[config.mk]
export PLATFORM = sky130hd
export DESIGN_NAME = min_max_decoder_flat
export DESIGN_NICKNAME = d
export VERILOG_FILES = /design/src/rtl/min_max_decoder_if.sv /design/src/rtl/min_max_decoder.sv /design/src/flat_wrapper.sv
export SDC_FILE = /design/constraint.sdc
export NUM_CORES = 1
export LEC_CHECK = 0
export CELL_PAD_IN_SITES_DETAIL_PLACEMENT = 1
export CELL_PAD_IN_SITES_GLOBAL_PLACEMENT = 1
export CORE_MARGIN = 2
export CORE_UTILIZATION = 49
export CTS_CLUSTER_SIZE = 20
export DETAILED_ROUTE_END_ITERATION = 8
export PLACE_DENSITY = 0.89
export SYNTH_ARGS = -nofsm -noshare
export SYNTH_HDL_FRONTEND = slang
export SYNTH_SLANG_ARGS = --single-unit
[constraint.sdc]
create_clock -name clk_i -period 6.5 [get_ports clk_i]
set_input_delay 1.625 -clock clk_i [delete_from_list [all_inputs] [get_ports clk_i]]
set_output_delay 1.625 -clock clk_i [all_outputs]
set_load 0.02 [all_outputs]
[src/rtl/min_max_decoder_if.sv]
// Bus between a min_max_decoder and its requester: LED bar and start request in, decoded result out.
// The master side drives leds_i/start_i; the slave side (the decoder) drives everything else.
interface min_max_decoder_if #(
    parameter int VALSIZE = 4
);
    logic [2**VALSIZE-1:0] leds_i;
    logic                  start_i;
    logic                  busy_o;
    logic                  valid_o;
    logic [1:0]            com_o;
    logic [VALSIZE-1:0]    min_o;
    logic [VALSIZE-1:0]    max_o;
    logic [VALSIZE-1:0]    value_o;
    logic                  osci_o;
    logic                  error_o;

    modport master (
        output leds_i, start_i,
        input  busy_o, valid_o, com_o, min_o, max_o, value_o, osci_o, error_o
    );

    modport slave (
        input  leds_i, start_i,
        output busy_o, valid_o, com_o, min_o, max_o, value_o, osci_o, error_o
    );
endinterface

[src/rtl/min_max_decoder.sv]
// Decodes a min_max_top LED bar from two snapshots WAIT_CYCLES apart; valid_o at start edge +WAIT_CYCLES+2**VALSIZE+1.
// No backpressure: start_i is ignored while busy_o. Optional contiguity checker: define MIN_MAX_DEC_CONTIG_CHECK_EN.
module min_max_decoder #(
    parameter int VALSIZE     = 4,
    parameter int WAIT_CYCLES = 8
) (
    input  logic             clk_i,
    input  logic             rst_i,
    min_max_decoder_if.slave dec
);
    localparam int LEDS = 2**VALSIZE;
    localparam int CW   = (WAIT_CYCLES > 1) ? $clog2(WAIT_CYCLES) : 1;
    localparam logic [CW-1:0]      WAIT_LAST = CW'(WAIT_CYCLES - 1);
    localparam logic [VALSIZE-1:0] IDX_LAST  = '1;

    typedef enum logic [1:0] {S_IDLE, S_WAIT, S_SCAN, S_DONE} state_t;

    state_t             r_state;
    state_t             w_next;
    logic               w_busy;

    logic [LEDS-1:0]    r_snap_a;
    logic [LEDS-1:0]    r_snap_b;
    logic [CW-1:0]      r_wait_cnt;
    logic [VALSIZE-1:0] r_idx;
    logic               r_or_found;
    logic               r_and_all;
    logic [VALSIZE-1:0] r_scan_min;
    logic [VALSIZE-1:0] r_scan_max;
    logic [VALSIZE-1:0] r_scan_val;

    logic               r_valid;
    logic [1:0]         r_com;
    logic [VALSIZE-1:0] r_min;
    logic [VALSIZE-1:0] r_max;
    logic [VALSIZE-1:0] r_val;
    logic               r_osci;
    logic               r_error;

    logic               w_or_bit;
    logic               w_and_bit;
    logic               w_osci;
    logic               w_err;

    always_ff @(posedge clk_i or posedge rst_i) begin
        if (rst_i) begin
            r_state <= S_IDLE;
        end else begin
            r_state <= w_next;
        end
    end

    always_comb begin
        w_next = r_state;
        case (r_state)
            S_IDLE:  if (dec.start_i) w_next = S_WAIT;
            S_WAIT:  if (r_wait_cnt == WAIT_LAST) w_next = S_SCAN;
            S_SCAN:  if (r_idx == IDX_LAST) w_next = S_DONE;
            S_DONE:  w_next = S_IDLE;
            default: w_next = S_IDLE;
        endcase
    end

    always_comb begin
        w_busy = (r_state != S_IDLE);
    end

    assign w_or_bit  = r_snap_a[r_idx] | r_snap_b[r_idx];
    assign w_and_bit = r_snap_a[r_idx] & r_snap_b[r_idx];
    assign w_osci    = |(r_snap_a ^ r_snap_b);

`ifdef MIN_MAX_DEC_CONTIG_CHECK_EN
    logic [LEDS-1:0] w_or_vec;
    logic [LEDS-1:0] w_and_vec;

    function automatic logic [LEDS-1:0] range_mask(input logic [VALSIZE-1:0] lo,
                                                   input logic [VALSIZE-1:0] hi);
        logic [LEDS-1:0] m;
        m = '0;
        for (int i = 0; i < LEDS; i++) begin
            m[i] = (i >= int'(lo)) && (i <= int'(hi));
        end
        return m;
    endfunction

    assign w_or_vec  = r_snap_a | r_snap_b;
    assign w_and_vec = r_snap_a & r_snap_b;

    // An all-off bar is a legal pattern; only lit bars are held to the band shape.
    always_comb begin
        w_err = r_or_found &&
                ((w_and_vec == '0) ||
                 (w_and_vec != range_mask(r_scan_min, r_scan_val)) ||
                 (w_or_vec  != range_mask(r_scan_min, r_scan_max)));
    end
`else
    always_comb begin
        w_err = 1'b0;
    end
`endif

    always_ff @(posedge clk_i or posedge rst_i) begin
        if (rst_i) begin
            r_snap_a   <= '0;
            r_snap_b   <= '0;
            r_wait_cnt <= '0;
            r_idx      <= '0;
            r_or_found <= 1'b0;
            r_and_all  <= 1'b0;
            r_scan_min <= '0;
            r_scan_max <= '0;
            r_scan_val <= '0;
            r_valid    <= 1'b0;
            r_com      <= 2'b00;
            r_min      <= '0;
            r_max      <= '0;
            r_val      <= '0;
            r_osci     <= 1'b0;
            r_error    <= 1'b0;
        end else begin
            r_valid <= 1'b0;
            case (r_state)
                S_IDLE: begin
                    if (dec.start_i) begin
                        r_snap_a   <= dec.leds_i;
                        r_wait_cnt <= '0;
                        r_idx      <= '0;
                        r_or_found <= 1'b0;
                        r_and_all  <= 1'b1;
                        r_scan_min <= '0;
                        r_scan_max <= '0;
                        r_scan_val <= '0;
                    end
                end
                S_WAIT: begin
                    if (r_wait_cnt == WAIT_LAST) begin
                        r_snap_b <= dec.leds_i;
                    end else begin
                        r_wait_cnt <= r_wait_cnt + 1'b1;
                    end
                end
                S_SCAN: begin
                    // Ascending scan: first OR hit is min, last OR/AND hits are max/value.
                    if (w_or_bit && !r_or_found) begin
                        r_scan_min <= r_idx;
                        r_or_found <= 1'b1;
                    end
                    if (w_or_bit)   r_scan_max <= r_idx;
                    if (w_and_bit)  r_scan_val <= r_idx;
                    if (!w_and_bit) r_and_all  <= 1'b0;
                    r_idx <= r_idx + 1'b1;
                end
                S_DONE: begin
                    r_valid <= 1'b1;
                    r_osci  <= w_osci;
                    r_error <= w_err;
                    if (!r_or_found) begin
                        r_com <= 2'b10;
                        r_min <= '0;
                        r_max <= '0;
                        r_val <= '0;
                    end else if (r_and_all) begin
                        r_com <= 2'b11;
                        r_min <= '0;
                        r_max <= '1;
                        r_val <= '1;
                    end else begin
                        r_com <= ((r_scan_min == '0) && !w_osci) ? 2'b01 : 2'b00;
                        r_min <= r_scan_min;
                        r_max <= r_scan_max;
                        r_val <= r_scan_val;
                    end
                end
                default: ;
            endcase
        end
    end

    assign dec.busy_o  = w_busy;
    assign dec.valid_o = r_valid;
    assign dec.com_o   = r_com;
    assign dec.min_o   = r_min;
    assign dec.max_o   = r_max;
    assign dec.value_o = r_val;
    assign dec.osci_o  = r_osci;
    assign dec.error_o = r_error;
endmodule
[src/flat_wrapper.sv]
// flat-port wrapper written by rule: the top's interface ports become plain ports
module min_max_decoder_flat 
#(
    parameter int VALSIZE     = 4,
    parameter int WAIT_CYCLES = 8
)
  (clk_i, rst_i, dec_leds_i, dec_start_i, dec_busy_o, dec_valid_o, dec_com_o, dec_min_o, dec_max_o, dec_value_o, dec_osci_o, dec_error_o);
  min_max_decoder_if #(.VALSIZE(VALSIZE)) dec_i ();
  input  logic clk_i;
  input  logic rst_i;
  input wire logic [$bits(dec_i.leds_i)-1:0] dec_leds_i;
  input wire logic [$bits(dec_i.start_i)-1:0] dec_start_i;
  output wire logic [$bits(dec_i.busy_o)-1:0] dec_busy_o;
  output wire logic [$bits(dec_i.valid_o)-1:0] dec_valid_o;
  output wire logic [$bits(dec_i.com_o)-1:0] dec_com_o;
  output wire logic [$bits(dec_i.min_o)-1:0] dec_min_o;
  output wire logic [$bits(dec_i.max_o)-1:0] dec_max_o;
  output wire logic [$bits(dec_i.value_o)-1:0] dec_value_o;
  output wire logic [$bits(dec_i.osci_o)-1:0] dec_osci_o;
  output wire logic [$bits(dec_i.error_o)-1:0] dec_error_o;
  assign dec_i.leds_i = dec_leds_i;
  assign dec_i.start_i = dec_start_i;
  assign dec_busy_o = dec_i.busy_o;
  assign dec_valid_o = dec_i.valid_o;
  assign dec_com_o = dec_i.com_o;
  assign dec_min_o = dec_i.min_o;
  assign dec_max_o = dec_i.max_o;
  assign dec_value_o = dec_i.value_o;
  assign dec_osci_o = dec_i.osci_o;
  assign dec_error_o = dec_i.error_o;
  min_max_decoder #(.VALSIZE(VALSIZE), .WAIT_CYCLES(WAIT_CYCLES)) u_core (.clk_i(clk_i), .rst_i(rst_i), .dec(dec_i));
endmodule
==> report_table.html, run 1 <==
<table>
<tr><th>Metric</th><th>Value</th></tr>
<tr><th colspan="2">Cells and area</th></tr>
<tr><td>Post-synthesis to final-layout area growth</td><td>17.1%</td></tr>
<tr><td>Antenna Cells</td><td>0</td></tr>
<tr><td>Most frequent cells in the layout</td><td>dfrtp_1, mux2_2, clkdlybuf4s50_1</td></tr>
<tr><td>Combined area of the multi-input logic cells</td><td>1610 sq um</td></tr>
<tr><td>Number of filler instances in the final layout</td><td>767</td></tr>
<tr><td>Area taken by flip-flops and latches</td><td>1780 sq um</td></tr>
<tr><td>Final standard cell utilization of the core</td><td>58.4%</td></tr>
<tr><td>Fraction of final layout cells sized beyond drive strength 1</td><td>17.9%</td></tr>
<tr><td># nets final</td><td>362</td></tr>
<tr><td>Commonest non-fill, non-tap cell in the layout</td><td>dfrtp_1</td></tr>
<tr><th colspan="2">Die</th></tr>
<tr><td>Row count</td><td>31</td></tr>
<tr><td>Initial core utilization</td><td>49.9%</td></tr>
<tr><td>Chip width</td><td>89.2 um</td></tr>
<tr><td>Total Die Area</td><td>7960 sq um</td></tr>
<tr><td>I/O pins</td><td>37</td></tr>
<tr><td>DIE HEIGHT</td><td>89.2 um</td></tr>
<tr><td>Placeable core region</td><td>7140 sq um</td></tr>
<tr><th colspan="2">Clock network</th></tr>
<tr><td>CTS hold repair buffers</td><td>0</td></tr>
<tr><td>Post-CTS resize count</td><td>0</td></tr>
<tr><td>Clock transition at the registers of the reported paths</td><td>0.08 ns</td></tr>
<tr><td>TritonCTS clock tree</td><td>yes</td></tr>
<tr><td>Setup Buffers After CTS</td><td>0</td></tr>
<tr><td>Maximum buffer depth of the clock tree</td><td>2</td></tr>
<tr><td>Number of CTS-inserted buffers</td><td>9</td></tr>
<tr><td>Clock Tree Root</td><td>clkbuf_8</td></tr>
<tr><td>Worst-skew pair later-pin latency</td><td>0.36 ns</td></tr>
<tr><td>Number of clock sinks</td><td>71</td></tr>
<tr><td>Number of H-tree levels</td><td>3</td></tr>
<tr><th colspan="2">Yosys</th></tr>
<tr><td>Post-synthesis register bit count</td><td>71</td></tr>
<tr><td>Post-synth EDFFs</td><td>0</td></tr>
<tr><td>Synthesized instance count</td><td>308</td></tr>
<tr><td>Fraction of registers with async set or reset after synthesis</td><td>100%</td></tr>
<tr><td>Ys Warns</td><td>0</td></tr>
<tr><td>Dominant register cell in the synthesized netlist</td><td>dfrtp_1</td></tr>
<tr><td>Netlist area before placement</td><td>3560 sq um</td></tr>
<tr><td>Synth unique cells</td><td>43</td></tr>
<tr><td>Mapped Avg Cell Area</td><td>11.6 sq um</td></tr>
<tr><td>Seq/Total Area, Yosys</td><td>49.9%</td></tr>
<tr><td>Net Count, Synth</td><td>334</td></tr>
<tr><th colspan="2">Route</th></tr>
<tr><td>Detailed-router iteration count before antenna repair</td><td>4</td></tr>
<tr><td>Number of DRC violations after detailed routing</td><td>0</td></tr>
<tr><td>Vias</td><td>2,502</td></tr>
<tr><td>Via density per instance</td><td>5.69</td></tr>
<tr><td>DRT Wirelength</td><td>8.44 mm</td></tr>
<tr><td>Post-route ant nets</td><td>0</td></tr>
<tr><td>Wire length per cell after detailed routing</td><td>19.2 um</td></tr>
<tr><td>Violation count after the first detailed-routing iteration</td><td>122</td></tr>
<tr><th colspan="2">Placement</th></tr>
<tr><td>Final Wtd Congestion</td><td>0.818</td></tr>
<tr><td>Buffers added on ports</td><td>35</td></tr>
<tr><td>Detailed placement HPWL</td><td>5.84 mm</td></tr>
<tr><th colspan="2">Critical path</th></tr>
<tr><td>Required time at the worst-slack endpoint</td><td>4.88 ns</td></tr>
<tr><td>Setup Crit Path Kind</td><td>reg -&gt; out</td></tr>
<tr><td>Setup crit start kind</td><td>flip-flop</td></tr>
<tr><td>Element type at the critical path end</td><td>output pin</td></tr>
<tr><td>CP Data Arrival Time</td><td>2.00 ns</td></tr>
<tr><td>Maximum fanout encountered on the critical timing path</td><td>11</td></tr>
<tr><th colspan="2">Power</th></tr>
<tr><td>Sw frac</td><td>38.8%</td></tr>
<tr><td>Pwr dens</td><td>484 nW/um^2</td></tr>
<tr><td>Static power due to leakage</td><td>0.00172 uW</td></tr>
<tr><td>Share of power burned in combinational logic</td><td>40.7%</td></tr>
<tr><td>Worst supply voltage drop on vdd</td><td>215 uV</td></tr>
<tr><td>Clock network fraction of design power</td><td>19.9%</td></tr>
<tr><td>Register share of total power</td><td>39.3%</td></tr>
<tr><td>Cell Int Power</td><td>1230 uW</td></tr>
<tr><td>Power dissipated by switching net loads</td><td>782 uW</td></tr>
<tr><th colspan="2">Global route</th></tr>
<tr><td>Wire length of the first global-routing pass</td><td>14.2 mm</td></tr>
<tr><td>Tot GR Track Use</td><td>24.1%</td></tr>
<tr><td>Initial antenna violation count</td><td>0</td></tr>
<tr><td>Total gr overflow</td><td>0</td></tr>
<tr><td>Via count of the first global-routing pass</td><td>2,829</td></tr>
<tr><td>Largest net degree at the start of global routing</td><td>72</td></tr>
<tr><th colspan="2">Timing</th></tr>
<tr><td>Setup violation total in the final timing report</td><td>0</td></tr>
<tr><td>Fin crit share</td><td>55.7%</td></tr>
<tr><td>Post-layout min period</td><td>3.62 ns</td></tr>
<tr><td>Fin Clk Skew</td><td>0.00850 ns</td></tr>
<tr><td>Remaining max-slew budget at the tightest pin</td><td>39.8%</td></tr>
<tr><td>Setup repair after global routing missed its margin</td><td>no</td></tr>
<tr><td>Total count of max-transition violations in the final report</td><td>0</td></tr>
<tr><td>Total Neg Setup Slack</td><td>0 ns</td></tr>
<tr><td>Max Freq</td><td>276 MHz</td></tr>
<tr><td>Fin. Hold Viols</td><td>0</td></tr>
<tr><td>Worst-margin pin slew</td><td>0.902 ns</td></tr>
<tr><th colspan="2">Job</th></tr>
<tr><td>Max-Cap Viols</td><td>0</td></tr>
<tr><th colspan="2">Hold path</th></tr>
<tr><td>Worst hold path class</td><td>reg -&gt; reg</td></tr>
<tr><th colspan="2">Status</th></tr>
<tr><td>Status</td><td>finished clean</td></tr>
</table>
-- cell usage after synthesis (4+ instances only) --
master / number / area share [%]
mux4_1: 4 / 3.0
o211ai_1: 9 / 1.9
ha_1: 7 / 2.5
o21ai_0: 19 / 2.7
inv_1: 21 / 2.2
nand4_1: 6 / 1.1
dfrtp_1: 71 / 50
xnor2_1: 16 / 3.9
mux2i_1: 9 / 2.5
o21ai_1: 5 / 0.70
o22ai_1: 5 / 0.88
mux4_2: 4 / 2.5
a21oi_1: 6 / 0.84
nand2_1: 24 / 2.5
nor2_1: 11 / 1.2
a32o_1: 4 / 1.1
clkbuf_1: 11 / 1.2
mux2_2: 36 / 11
-- metrics by stage --
step | power, uW | setup WS (ns) | cell area (sq um) | hold WS (ns) | cells
finish | 2020 | 2.88 | 4170 | 0.507 | 440
global route | 2160 | 2.78 | 4170 | 0.551 | 440
CTS | 2030 | 2.87 | 4170 | 0.511 | 440
detailed placement | 1620 | 2.74 | 3950 | 0.488 | 424
global placement | 1540 | 2.90 | 3950 | 0.479 | 424
floorplan | 1370 | 3.08 | 3560 | 0.466 | 308
-- final timing paths --
path / from / cells after the start / to / slack, ns
min reg2reg: u_core.r_scan_max[3] / 1 / u_core.r_scan_max[3] / 0.51
max: u_core.r_state[0] / 4 / dec_busy_o / 2.88
max reg2reg: u_core.r_idx[2] / 6 / u_core.r_scan_val[1] / 3.86
min in group asynchronous: rst_i / 3 / u_core.r_idx[1] / 1.85
max in group asynchronous: rst_i / 3 / u_core.r_scan_val[0] / 4.06
min: u_core.r_scan_max[3] / 1 / u_core.r_scan_max[3] / 0.51
-- worst max-delay path: stages, from the launching register on --
cell	delay [ns]
dfrtp_1	0.42
inv_1	0.10
ha_1	0.41
inv_1	0.15
clkdlybuf4s50_1	0.57
-- per-layer routing --
layer | wire length (um) | vias up | GRT usage (%)
met3 | 324 | 15 | 4.89
li1 | - | 1150 | -
met4 | 193 | 0 | 10.2
met5 | 0 | - | 0
met2 | 4540 | 65 | 44.1
met1 | 3380 | 1272 | 27.3
-- cells by family (layout without fill, tap and decap cells) --
family	Yosys count	after routing	synth area share, %
AOI/OAI and AO/OA	62	62	11.2
xor gates and xnor gates	16	16	3.94
adders and majority gates	7	7	2.46
buffers and inverters	40	73	4.92
DFF	71	71	49.9
muxes	54	54	20.0
other	1	1	0.105
and+or+nand+nor	57	57	7.42
-- sequential cells by signal, indices dropped and copies added, names as in the netlist, 2 cells and up --
signal	cells
u_core.dec.com_o	2
u_core.dec.max_o	4
u_core.dec.min_o	4
u_core.dec.value_o	4
u_core.r_idx	4
u_core.r_scan_max	4
u_core.r_scan_min	4
u_core.r_scan_val	4
u_core.r_snap_a	16
u_core.r_snap_b	16
u_core.r_state	2
u_core.r_wait_cnt	3
-- final cells by class --
type	count	area share, %
timing repair buffer	36	8.59
inverter	21	1.89
clock buffer	11	3.39
tap	99	2.97
clock inverter	5	1.95
multi-input combinational	197	38.6
sequential	71	42.6
-- power by group through the flow --
stage	clock network [uW]	registers, uW	logic, uW
global route	428	818	909
floorplan	0	750	616
detailed placement	0	801	818
CTS	407	793	832
finish	402	792	821
global placement	0	775	766
Power figures use the tool's default switching activity.
==> inputs of run 2 (changes only) <==
--- a/config.mk
+++ b/config.mk
@@ -8,10 +8,10 @@
 export CELL_PAD_IN_SITES_DETAIL_PLACEMENT = 1
 export CELL_PAD_IN_SITES_GLOBAL_PLACEMENT = 1
 export CORE_MARGIN = 2
-export CORE_UTILIZATION = 49
+export CORE_UTILIZATION = 45
 export CTS_CLUSTER_SIZE = 20
 export DETAILED_ROUTE_END_ITERATION = 8
-export PLACE_DENSITY = 0.89
+export PLACE_DENSITY = 0.83
 export SYNTH_ARGS = -nofsm -noshare
 export SYNTH_HDL_FRONTEND = slang
 export SYNTH_SLANG_ARGS = --single-unit
==> constraint.sdc (replaced) <==
create_clock -name clk_i -period 3.55 [get_ports clk_i]
set_input_delay 0.8875 -clock clk_i [delete_from_list [all_inputs] [get_ports clk_i]]
set_output_delay 0.8875 -clock clk_i [all_outputs]
set_load 0.02 [all_outputs]
==> run 2 against run 1 <==
Compared with the run above: sequential share of layout area down 0.33 points; hold slack better by 0.0012 ns; wire length down 6.4%; die area up 8.5%; sequential cell count unchanged; power up 82%; non-clock buffer count up 2; critical endpoint unchanged; largest cell class unchanged.
==> report_table.html, run 2 (synthesis gave the netlist of run 1 again) <==
<table>
<tr><th>Metric</th><th>Value</th></tr>
<tr><th colspan="2">Cells and area</th></tr>
<tr><td>Leading registers by flop count</td><td>u_core.r_snap_a: 16 flops, u_core.r_snap_b: 16 flops (unchanged)</td></tr>
<tr><td>Post-synthesis to final-layout area growth</td><td>18.0% (was 17.1%)</td></tr>
<tr><td>Number of filler instances in the final layout</td><td>822 (was 767)</td></tr>
<tr><td>Fraction of final layout cells sized beyond drive strength 1</td><td>18.1% (was 17.9%)</td></tr>
<tr><td>Antenna Cells</td><td>0 (unchanged)</td></tr>
<tr><td>Cell area after layout</td><td>4200 sq um (was 4170 sq um)</td></tr>
<tr><td># nets final</td><td>364 (was 362)</td></tr>
<tr><td>Final standard cell utilization of the core</td><td>54.6% (was 58.4%)</td></tr>
<tr><td>Commonest non-fill, non-tap cell in the layout</td><td>dfrtp_1 (unchanged)</td></tr>
<tr><td>Most frequent cells in the layout</td><td>dfrtp_1, mux2_2, clkdlybuf4s50_1 (unchanged)</td></tr>
<tr><th colspan="2">Power</th></tr>
<tr><td>Static power due to leakage</td><td>0.00174 uW (was 0.00172 uW)</td></tr>
<tr><td>Pwr dens</td><td>873 nW/um^2 (was 484 nW/um^2)</td></tr>
<tr><td>Worst supply voltage drop on vdd</td><td>340 uV (was 215 uV)</td></tr>
<tr><td>PnR Total Power</td><td>3670 uW (was 2020 uW)</td></tr>
<tr><th colspan="2">Timing</th></tr>
<tr><td>Fin. Hold Viols</td><td>0 (unchanged)</td></tr>
<tr><td>Worst setup margin</td><td>0.691 ns (was 2.88 ns)</td></tr>
<tr><td>Worst-margin pin slew</td><td>0.909 ns (was 0.902 ns)</td></tr>
<tr><td>Setup repair after global routing missed its margin</td><td>no (unchanged)</td></tr>
<tr><td>Total count of max-transition violations in the final report</td><td>0 (unchanged)</td></tr>
<tr><td>Remaining max-slew budget at the tightest pin</td><td>39.4% (was 39.8%)</td></tr>
<tr><td>Total Neg Setup Slack</td><td>0 ns (unchanged)</td></tr>
<tr><td>Post-layout min period</td><td>2.86 ns</td></tr>
<tr><td>Fin crit share</td><td>80.5%</td></tr>
<tr><td>Fin Clk Skew</td><td>0.0109 ns (was 0.00850 ns)</td></tr>
<tr><td>Max Freq</td><td>350 MHz</td></tr>
<tr><td>Setup violation total in the final timing report</td><td>0 (unchanged)</td></tr>
<tr><th colspan="2">Global route</th></tr>
<tr><td>Total gr overflow</td><td>0 (unchanged)</td></tr>
<tr><td>Initial antenna violation count</td><td>0 (unchanged)</td></tr>
<tr><td>Via count of the first global-routing pass</td><td>2,659 (was 2,829)</td></tr>
<tr><td>Wire length of the first global-routing pass</td><td>13.3 mm (was 14.2 mm)</td></tr>
<tr><td>Largest net degree at the start of global routing</td><td>40 (was 72)</td></tr>
<tr><td>Tot GR Track Use</td><td>19.9% (was 24.1%)</td></tr>
<tr><th colspan="2">Status</th></tr>
<tr><td>Status</td><td>finished clean (unchanged)</td></tr>
<tr><th colspan="2">Die</th></tr>
<tr><td>DIE HEIGHT</td><td>92.9 um (was 89.2 um)</td></tr>
<tr><td>Placeable core region</td><td>7690 sq um (was 7140 sq um)</td></tr>
<tr><td>Chip width</td><td>92.9 um (was 89.2 um)</td></tr>
<tr><td>Initial core utilization</td><td>46.3% (was 49.9%)</td></tr>
<tr><td>I/O pins</td><td>37 (unchanged)</td></tr>
<tr><td>Row count</td><td>32 (was 31)</td></tr>
<tr><td>Total Die Area</td><td>8640 sq um (was 7960 sq um)</td></tr>
<tr><th colspan="2">Placement</th></tr>
<tr><td>Post-Place Cell Area</td><td>3980 sq um (was 3950 sq um)</td></tr>
<tr><td>Worst setup timing slack at the placement stage</td><td>0.735 ns (was 2.74 ns)</td></tr>
<tr><td>Detailed placement HPWL</td><td>5.61 mm (was 5.84 mm)</td></tr>
<tr><td>Final Wtd Congestion</td><td>0.766 (was 0.818)</td></tr>
<tr><td>Buffers added on ports</td><td>35 (unchanged)</td></tr>
<tr><th colspan="2">Route</th></tr>
<tr><td>Post-route ant nets</td><td>0 (unchanged)</td></tr>
<tr><td>Via density per instance</td><td>5.67 (was 5.69)</td></tr>
<tr><td>Violation count after the first detailed-routing iteration</td><td>125 (was 122)</td></tr>
<tr><td>Detailed-router iteration count before antenna repair</td><td>4 (unchanged)</td></tr>
<tr><td>DRT Wirelength</td><td>7.90 mm (was 8.44 mm)</td></tr>
<tr><td>Number of DRC violations after detailed routing</td><td>0 (unchanged)</td></tr>
<tr><td>Wire length per cell after detailed routing</td><td>17.8 um (was 19.2 um)</td></tr>
<tr><td>Vias</td><td>2,521 (was 2,502)</td></tr>
<tr><th colspan="2">Clock network</th></tr>
<tr><td>Maximum buffer depth of the clock tree</td><td>2 (unchanged)</td></tr>
<tr><td>Number of clock sinks</td><td>71 (unchanged)</td></tr>
<tr><td>Clock Tree Root</td><td>clkbuf_8 (unchanged)</td></tr>
<tr><td>Setup Buffers After CTS</td><td>0 (unchanged)</td></tr>
<tr><td>CTS hold repair buffers</td><td>0 (unchanged)</td></tr>
<tr><td>Worst-skew pair later-pin latency</td><td>0.35 ns (was 0.36 ns)</td></tr>
<tr><td>Clock transition at the registers of the reported paths</td><td>0.08 ns (about the same)</td></tr>
<tr><td>TritonCTS clock tree</td><td>yes (unchanged)</td></tr>
<tr><td>Number of H-tree levels</td><td>3 (unchanged)</td></tr>
<tr><td>Post-CTS resize count</td><td>0 (unchanged)</td></tr>
<tr><td>Number of CTS-inserted buffers</td><td>9 (unchanged)</td></tr>
<tr><th colspan="2">Hold path</th></tr>
<tr><td>Worst hold path class</td><td>reg -&gt; reg (unchanged)</td></tr>
<tr><th colspan="2">Critical path</th></tr>
<tr><td>Element type at the critical path end</td><td>output pin (unchanged)</td></tr>
<tr><td>Maximum fanout encountered on the critical timing path</td><td>11 (unchanged)</td></tr>
<tr><td>Setup Crit Path Kind</td><td>reg -&gt; out (unchanged)</td></tr>
<tr><td>Setup crit start kind</td><td>flip-flop (unchanged)</td></tr>
<tr><td>CP Data Arrival Time</td><td>1.97 ns (was 2.00 ns)</td></tr>
<tr><td>Required time at the worst-slack endpoint</td><td>2.66 ns (was 4.88 ns)</td></tr>
<tr><th colspan="2">Job</th></tr>
<tr><td>Max-Cap Viols</td><td>0 (unchanged)</td></tr>
</table>
[run 2: cell types whose count changed in the layout (fill, tap and decap cells not counted), sizes merged]
cell / before / now
buf: 1 / 3
clkbuf: 11 / 13
clkinv: 2 / 1
clkinvlp: 1 / 0
[run 2: worst max-delay path: stages (launching register included)]
cell	delay [ns]
dfrtp_1	0.43
inv_1	0.10
ha_1	0.39
inv_1	0.14
clkdlybuf4s50_1	0.56
[run 2: final cells by class]
| type | count | area, sq um | share of cell area (%) |
|---|---|---|---|
| Multi-Input combinational cell | 197 | 1610 | 38.3 |
| Clock inverter | 3 | 65.1 | 1.55 |
| Inverter | 21 | 78.8 | 1.88 |
| Sequential cell | 71 | 1780 | 42.3 |
| Tap cell | 102 | 128 | 3.04 |
| Clock buffer | 13 | 159 | 3.78 |
| Timing Repair Buffer | 38 | 385 | 9.17 |
[run 2: metrics by stage]
stage,hold WS (ns),cells
global placement,0.483,429
CTS,0.515,445
detailed placement,0.497,429
floorplan,0.466,308
finish,0.508,445
global route,0.527,445
[run 2: layer usage]
layer	part of all wire, %	global-route usage, %	up-vias
li1	-	-	1155
met1	43	24.9	1308
met2	53	34.4	48
met3	3.0	3.17	10
met4	1.4	8.09	0
met5	0	0	-
[run 2: power by group]
part / switching, uW / internal (uW)
sequential: 330 / 1110
clock: 294 / 434
combinational: 758 / 744
total: 1380 / 2290
[run 2: final timing paths]
kind,from,slack (ns),end,cells past startpoint
setup reg to reg,u_core.r_idx[2],0.97,u_core.r_scan_val[0],6
max in group asynchronous,rst_i,1.95,u_core.r_wait_cnt[2],3
min in group asynchronous,rst_i,0.96,u_core.r_snap_b[8],2
hold reg to reg,u_core.dec.com_o[1],0.51,u_core.dec.com_o[1],1
setup / recovery,u_core.r_state[0],0.69,dec_busy_o,4
hold / removal,u_core.dec.com_o[1],0.51,u_core.dec.com_o[1],1
